### src/rtl/seg7_pkg.sv
`default_nettype none
// ============================================================================
// Module  : seg7_pkg
// Purpose : Shared 7-segment definitions for the display scanner encoder and
//           the frame-capture receiver: gfedcba glyph codes, segment bit
//           indices and the timeout sizing helper.
// Ports   : none (package)
// Revision: 1.0 - initial release
// ============================================================================
package seg7_pkg;

   // Glyph codes, bit order {g,f,e,d,c,b,a}, active-high
   localparam logic [6:0] SEG7_0     = 7'h3F;
   localparam logic [6:0] SEG7_1     = 7'h06;
   localparam logic [6:0] SEG7_2     = 7'h5B;
   localparam logic [6:0] SEG7_3     = 7'h4F;
   localparam logic [6:0] SEG7_4     = 7'h66;
   localparam logic [6:0] SEG7_5     = 7'h6D;
   localparam logic [6:0] SEG7_6     = 7'h7D;
   localparam logic [6:0] SEG7_7     = 7'h07;
   localparam logic [6:0] SEG7_8     = 7'h7F;
   localparam logic [6:0] SEG7_9     = 7'h6F;
   localparam logic [6:0] SEG7_A     = 7'h77;
   localparam logic [6:0] SEG7_B     = 7'h7C;
   localparam logic [6:0] SEG7_C     = 7'h39;
   localparam logic [6:0] SEG7_D     = 7'h5E;
   localparam logic [6:0] SEG7_E     = 7'h79;
   localparam logic [6:0] SEG7_F     = 7'h71;
   localparam logic [6:0] SEG7_BLANK = 7'h00;

   // Bit positions inside the 8-bit segment bus {dp,g,f,e,d,c,b,a}
   localparam int SEG_A  = 0;
   localparam int SEG_B  = 1;
   localparam int SEG_C  = 2;
   localparam int SEG_D  = 3;
   localparam int SEG_E  = 4;
   localparam int SEG_F  = 5;
   localparam int SEG_G  = 6;
   localparam int SEG_DP = 7;

   // Number of clk cycles in the no-frame timeout window (never below 1)
   function automatic int seg7_timeout_cycles(input int clkfreq, input int timeout_ms);
      int n;
      n = (clkfreq / 1000) * timeout_ms;
      if (n < 1) begin
         n = 1;
      end
      return n;
   endfunction

endpackage
`default_nettype wire

### src/rtl/seg7_glyph_decode.sv
`default_nettype none
// ============================================================================
// Module  : seg7_glyph_decode
// Purpose : Combinational decode of a 7-bit gfedcba glyph back to a hex nibble.
// Ports   : glyph_i  [6:0] active-high segment pattern {g,f,e,d,c,b,a}
//           known_o        glyph is one of the 16 hex glyphs
//           blank_o        glyph is all segments off
//           nibble_o [3:0] decoded value (0 for blank or unknown)
// Revision: 1.0 - initial release
// ============================================================================
module seg7_glyph_decode
   import seg7_pkg::*;
(
   input  logic [6:0] glyph_i,
   output logic       known_o,
   output logic       blank_o,
   output logic [3:0] nibble_o
);

   always_comb begin
      known_o  = 1'b1;
      blank_o  = 1'b0;
      nibble_o = 4'h0;
      case (glyph_i)
         SEG7_0:     nibble_o = 4'h0;
         SEG7_1:     nibble_o = 4'h1;
         SEG7_2:     nibble_o = 4'h2;
         SEG7_3:     nibble_o = 4'h3;
         SEG7_4:     nibble_o = 4'h4;
         SEG7_5:     nibble_o = 4'h5;
         SEG7_6:     nibble_o = 4'h6;
         SEG7_7:     nibble_o = 4'h7;
         SEG7_8:     nibble_o = 4'h8;
         SEG7_9:     nibble_o = 4'h9;
         SEG7_A:     nibble_o = 4'hA;
         SEG7_B:     nibble_o = 4'hB;
         SEG7_C:     nibble_o = 4'hC;
         SEG7_D:     nibble_o = 4'hD;
         SEG7_E:     nibble_o = 4'hE;
         SEG7_F:     nibble_o = 4'hF;
         SEG7_BLANK: begin
            known_o = 1'b0;
            blank_o = 1'b1;
         end
         default:    known_o = 1'b0;
      endcase
   end

endmodule
`default_nettype wire

### src/rtl/seg7_frame_capture.sv
`default_nettype none
// ============================================================================
// Module  : seg7_frame_capture
// Purpose : Receiver for a 4-digit multiplexed 7-segment display bus. Samples
//           the strobes/segments, waits for a settled one-hot strobe, decodes
//           each glyph and publishes the reassembled 16-bit value.
// Ports   : clk, rst            clock, synchronous active-high reset
//           digits_i   [3:0]    digit strobes (async), bit i -> nibble i
//           segments_i [7:0]    {dp,g,f,e,d,c,b,a} (async)
//           dat_o      [15:0]   last complete frame, digit0 = dat_o[3:0]
//           dp_o       [3:0]    decimal points of last frame
//           valid_o             one-cycle pulse when dat_o/dp_o update
//           err_o               pulse with valid_o if any glyph was unknown
//           stale_o             no frame published within TIMEOUT_MS
// Revision: 1.0 - initial release
// ============================================================================
module seg7_frame_capture
   import seg7_pkg::*;
#(
   parameter int CLKFREQ          = 27_000_000,
   parameter int DIGIT_ACTIVE_LOW = 1,
   parameter int SEG_ACTIVE_LOW   = 1,
   parameter int SETTLE_CYCLES    = 4,
   parameter int TIMEOUT_MS       = 10
) (
   input  logic        clk,
   input  logic        rst,
   input  logic [3:0]  digits_i,
   input  logic [7:0]  segments_i,
   output logic [15:0] dat_o,
   output logic [3:0]  dp_o,
   output logic        valid_o,
   output logic        err_o,
   output logic        stale_o
);

   // Pin levels meaning "nothing lit"; XOR with these normalises to active-high
   localparam logic [3:0] DIG_IDLE = (DIGIT_ACTIVE_LOW != 0) ? 4'hF  : 4'h0;
   localparam logic [7:0] SEG_IDLE = (SEG_ACTIVE_LOW   != 0) ? 8'hFF : 8'h00;

   localparam int TO_CYCLES = seg7_timeout_cycles(CLKFREQ, TIMEOUT_MS);
   localparam int STW       = $clog2(SETTLE_CYCLES + 1);
   localparam int TOW       = $clog2(TO_CYCLES + 1);

   localparam logic [STW-1:0] SETTLE_LAST = STW'(SETTLE_CYCLES - 1);
   localparam logic [STW-1:0] SETTLE_MAX  = STW'(SETTLE_CYCLES);
   localparam logic [TOW-1:0] TO_LAST     = TOW'(TO_CYCLES - 1);
   localparam logic [TOW-1:0] TO_MAX      = TOW'(TO_CYCLES);

   // Synchronizer and stability tracking
   logic [3:0]     dig_s1_q, dig_s2_q;
   logic [7:0]     seg_s1_q, seg_s2_q;
   logic [11:0]    prev_q,   prev_d;
   logic [STW-1:0] stab_q,   stab_d;

   // Frame assembly
   logic [15:0]    nib_sh_q, nib_sh_d;
   logic [3:0]     dp_sh_q,  dp_sh_d;
   logic [3:0]     seen_q,   seen_d;
   logic [3:0]     bad_q,    bad_d;

   // Timeout
   logic [TOW-1:0] to_cnt_q, to_cnt_d;
   logic           stale_q,  stale_d;

   // Published outputs
   logic [15:0]    dat_q,    dat_d;
   logic [3:0]     dp_q,     dp_d;
   logic           valid_q,  valid_d;
   logic           err_q,    err_d;

   // Combinational helpers
   logic [3:0]     dig_n;
   logic [7:0]     seg_n;
   logic           onehot;
   logic           stable_ok;
   logic           capture;
   logic           publish;
   logic           expire;
   logic           dec_known;
   logic           dec_blank;
   logic [3:0]     dec_nib;

   seg7_glyph_decode u_decode (
      .glyph_i  (seg_n[SEG_G:SEG_A]),
      .known_o  (dec_known),
      .blank_o  (dec_blank),
      .nibble_o (dec_nib)
   );

   always_ff @(posedge clk) begin
      if (rst) begin
         dig_s1_q <= DIG_IDLE;
         dig_s2_q <= DIG_IDLE;
         seg_s1_q <= SEG_IDLE;
         seg_s2_q <= SEG_IDLE;
         prev_q   <= '0;
         stab_q   <= '0;
         nib_sh_q <= '0;
         dp_sh_q  <= '0;
         seen_q   <= '0;
         bad_q    <= '0;
         to_cnt_q <= '0;
         stale_q  <= 1'b0;
         dat_q    <= '0;
         dp_q     <= '0;
         valid_q  <= 1'b0;
         err_q    <= 1'b0;
      end else begin
         dig_s1_q <= digits_i;
         dig_s2_q <= dig_s1_q;
         seg_s1_q <= segments_i;
         seg_s2_q <= seg_s1_q;
         prev_q   <= prev_d;
         stab_q   <= stab_d;
         nib_sh_q <= nib_sh_d;
         dp_sh_q  <= dp_sh_d;
         seen_q   <= seen_d;
         bad_q    <= bad_d;
         to_cnt_q <= to_cnt_d;
         stale_q  <= stale_d;
         dat_q    <= dat_d;
         dp_q     <= dp_d;
         valid_q  <= valid_d;
         err_q    <= err_d;
      end
   end

   always_comb begin
      dig_n     = dig_s2_q ^ DIG_IDLE;
      seg_n     = seg_s2_q ^ SEG_IDLE;
      onehot    = (dig_n != 4'h0) && ((dig_n & (dig_n - 4'h1)) == 4'h0);
      stable_ok = onehot && ({dig_n, seg_n} == prev_q);
      prev_d    = {dig_n, seg_n};

      // Saturating counter: the LAST->MAX step happens once per episode,
      // so it doubles as the single capture strobe
      stab_d  = '0;
      capture = 1'b0;
      if (stable_ok) begin
         stab_d  = (stab_q == SETTLE_MAX) ? stab_q : stab_q + STW'(1);
         capture = (stab_q == SETTLE_LAST);
      end

      publish = (seen_q == 4'hF);
      expire  = !publish && (to_cnt_q == TO_LAST);

      if (publish) begin
         to_cnt_d = '0;
      end else if (to_cnt_q == TO_MAX) begin
         to_cnt_d = to_cnt_q;
      end else begin
         to_cnt_d = to_cnt_q + TOW'(1);
      end

      if (publish) begin
         stale_d = 1'b0;
      end else if (expire) begin
         stale_d = 1'b1;
      end else begin
         stale_d = stale_q;
      end

      // Publishing or expiring empties the frame; a capture on that same
      // edge then lands as the first digit of the following frame
      seen_d   = (publish || expire) ? 4'h0 : seen_q;
      bad_d    = (publish || expire) ? 4'h0 : bad_q;
      nib_sh_d = nib_sh_q;
      dp_sh_d  = dp_sh_q;
      if (capture) begin
         seen_d = seen_d | dig_n;
         for (int i = 0; i < 4; i++) begin
            if (dig_n[i]) begin
               nib_sh_d[4*i +: 4] = dec_nib;
               dp_sh_d[i]         = seg_n[SEG_DP];
               bad_d[i]           = !(dec_known || dec_blank);
            end
         end
      end

      dat_d   = publish ? nib_sh_q : dat_q;
      dp_d    = publish ? dp_sh_q  : dp_q;
      valid_d = publish;
      err_d   = publish && (bad_q != 4'h0);
   end

   assign dat_o   = dat_q;
   assign dp_o    = dp_q;
   assign valid_o = valid_q;
   assign err_o   = err_q;
   assign stale_o = stale_q;

endmodule
`default_nettype wire

### config.mk
export PLATFORM = sky130hd
export DESIGN_NAME = seg7_frame_capture
export DESIGN_NICKNAME = d
export VERILOG_FILES = /design/src/rtl/seg7_pkg.sv /design/src/rtl/seg7_glyph_decode.sv /design/src/rtl/seg7_frame_capture.sv
export SDC_FILE = /design/constraint.sdc
export NUM_CORES = 1
export LEC_CHECK = 0
export BUFFER_PORTS_ARGS = -buffer_cell sky130_fd_sc_hd__buf_4
export CAP_MARGIN = 20
export CORE_AREA = 5 5 100 102
export DETAILED_ROUTE_END_ITERATION = 8
export DIE_AREA = 0 0 105 107
export PLACE_DENSITY_LB_ADDON = 0.12
export SLEW_MARGIN = 25
export SYNTH_ARGS = -nofsm -noshare
export SYNTH_HDL_FRONTEND = slang
export SYNTH_SLANG_ARGS = --single-unit
### constraint.sdc
create_clock -name clk -period 3 [get_ports clk]
set_input_delay 0.6 -clock clk [delete_from_list [all_inputs] [get_ports clk]]
set_output_delay 0.6 -clock clk [all_outputs]
set_load 0.1 [all_outputs]
==> flow_summary.ini <==
[clock_network]
postCtsHoldBufs = 0
cts_setup_buffers = 0
htree_levels = 3
clk_latency_ps = 380
cts_resized = 0
path_clk_slew_ps = 110
cts_buffers = 9
cts.sinks = 109
cts_root_buf = clkbuf_8
cts_tree = done
clockBufferDepth = 2

[power_and_ir_drop]
peakVddDrop_mv = 0.384
p_leak_nw = 1.91
powerDensity_nw_per_um2 = 502
p_total_mw = 2.47

[sta]
layout_worst_path_cycle_share = 0.867
relSlewSlack = 0.490
finalSetupViolCount = 0
worst_slew_pin_slew_ps = 758
rsz0062_at_grt = no
finalSetupTns_ps = 0
fmax_mhz = 384
holdWs_ps = 401
slew_viol_final = 0
clock_skew_ps = 12.3
setup_slack_ps = 398
hold_violations = 0
fin_crit_ps = 2600

[worst_setup_path]
cp-start-kind = register
worstRegToRegCells = 7
slowest_delay_ps = 630
critPathSlowestCell = dfxtp_1
worstPathRequired_ps = 3260
critical_path_peak_fanout = 16
ff2ff_setup_slack_ps = 400
path_class = reg2reg
critPathLaunch = seg_s2_q[0]
worstPathCellList = xnor2_1 > nor4_1 > nand4_1 > or4_1 > buf_4 > nor2_8 > mux2_1
path_delay_family = simple AND/OR/NAND/NOR gates
r2r-start = seg_s2_q[0]
crit_path_end_kind = register
crit_arrival_ps = 2870
reg2reg_to = nib_sh_q[11]
path_depth = 7
cp_num_buf_inv = 1

[global_route]
grt_pass1_vias = 3168
antenna_found_initial = 0
grt_usage = 0.158
grt_first_pass_wirelength_um = 14700
grt_overflow = 0
grt_max_degree = 59

[place]
hpwl_um = 5680
numPortBuffers = 36
placed_cell_area_um2 = 4720
gp_congestion = 0.770
post-place-ws_ps = 417

[min_path]
worstHoldEndpoint = seg_s1_q[3]
hold_start = segments_i[3]
hold_path.class = in2reg
hold_depth = 2

[yosys]
yosysWarnings = 0
syn-num-nets = 496
yosys-top-cells-area = dfxtp_1 (50%), nand2_1 (6.3%), nor2_1 (3.8%)
avgSynthCellArea_um2 = 9.11
synth-main-ff-cell = dfxtp_1
synth_area_um2 = 4350
ys_seq_area_frac = 0.502
async_flop_share = 0
yosysUniqueCellTypes = 48
synth-edff-count = 0
synth_top_area_share = 0.502
yosys.area.top_type = dfxtp_1
synth_cells = 477
synth-seq-cells = 109

[floorplanning]
die_height_um = 107
fp.dieW_um = 105
design.die.area_um2 = 11200
io_pins = 37
rows = 35
initial_core_util = 0.482
core_um2 = 9020

[detailed_routing]
vias = 3163
drc_errors = 0
drt_iter0_markers = 112
finalWirelength_um = 8180
viasPerCell = 5.06
wl_per_cell_um = 13.1
final_antenna_net_count = 0
drtPass1Iterations = 4

[outcome]
status = completed

[final_layout]
area_delta_synth_final_pct = 13.4
num_antenna_cells = 0
nNetsFinal = 528
fin_area_um2 = 4930
drive_gt1_frac = 0.179

[job]
maxCapViolations = 0
==> through the flow <==
stage / std cells / util
floorplan: 477 / -
global placement: 609 / 0.524
detailed placement: 609 / 0.524
CTS: 625 / 0.546
global route: 625 / 0.546
finish: 625 / 0.546
==> sequential cells by signal, summed over array words and instances, names as in the netlist <==
| register | count |
|---|---|
| dat_o | 16 |
| err_o | 1 |
| prev_q | 12 |
| dp_o | 4 |
| dig_s2_q | 4 |
| dig_s1_q | 4 |
| stab_q | 3 |
| stale_o | 1 |
| valid_o | 1 |
| to_cnt_q | 19 |
| dp_sh_q | 4 |
| seen_q | 4 |
| seg_s2_q | 8 |
| seg_s1_q | 8 |
| bad_q | 4 |
| nib_sh_q | 16 |
==> cell type report <==
cell class,count,area [um2]
Multi-Input combinational cell,329,2010
Fill cell,851,4090
Tap cell,111,139
Clock inverter,7,78.8
Inverter,14,52.6
Timing Repair Buffer,46,345
Clock buffer,9,124
Sequential cell,109,2180
==> cell usage after synthesis (4+ instances only) <==
cell        n
dfxtp_1   109
nand2_1    73
nor2_1     44
a21oi_1    30
or2_2      26
clkbuf_1   22
xnor2_1    15
mux2i_1    14
inv_1      13
xor2_1     12
nand4_1    11
nor2b_1    10
nor3_1      9
o21ai_0     8
nor4_1      7
mux2_1      6
nand3_1     6
ha_1        5
and2_1      4
nor3b_1     4
o21bai_1    4
==> per-layer routing <==
metal	global-route usage	share of wire	wire (um)	vias to the layer above
li1	-	-	-	1660
met1	0.210	0.49	3990	1433
met2	0.252	0.46	3740	61
met3	0.0367	0.043	350	9
met4	0.0548	0.013	105	0
met5	0	0	0	-
==> cell families (layout without fill, tap and decap cells) <==
group	after synthesis	count (layout)	share of synthesized area
flops	109	109	0.502
fa+ha+maj	5	5	0.0144
xor+xnor	27	27	0.0544
buf+inv	39	76	0.0366
mux	20	20	0.0478
simple gates	218	218	0.262
compound gates	59	59	0.0826
==> layout by cell type (no fill, tap or decap), types with 4 or more instances in the layout <==
cell / n
a21oi_1: 30
xnor2_1: 15
inv_1: 13
nand4_1: 11
nor4_1: 7
or2_2: 26
xor2_1: 12
clkbuf_8: 9
and2_1: 4
o21ai_0: 8
buf_4: 46
o21bai_1: 4
nand3_1: 6
nor2b_1: 10
mux2_1: 6
nand2_1: 73
nor2_1: 44
nor3_1: 9
ha_1: 5
mux2i_1: 14
dfxtp_1: 109
nor3b_1: 4
==> power by group <==
part	leakage, nW	switching (mW)	total (mW)	internal (mW)
sequential	0.885	0.0245	1.49	1.47
clock	0.102	0.547	0.878	0.331
combinational	0.925	0.0531	0.102	0.0487
==> worst max path at each step <==
stage / slack (ps) / end
2_1_floorplan: 820 / nib_sh_q[11]
3_3_place_gp: 440 / nib_sh_q[7]
3_5_place_dp: 420 / nib_sh_q[8]
4_1_cts: 400 / nib_sh_q[8]
5_1_grt: 220 / nib_sh_q[4]
6_report: 400 / nib_sh_q[11]
(Power assumes the default switching activity.)
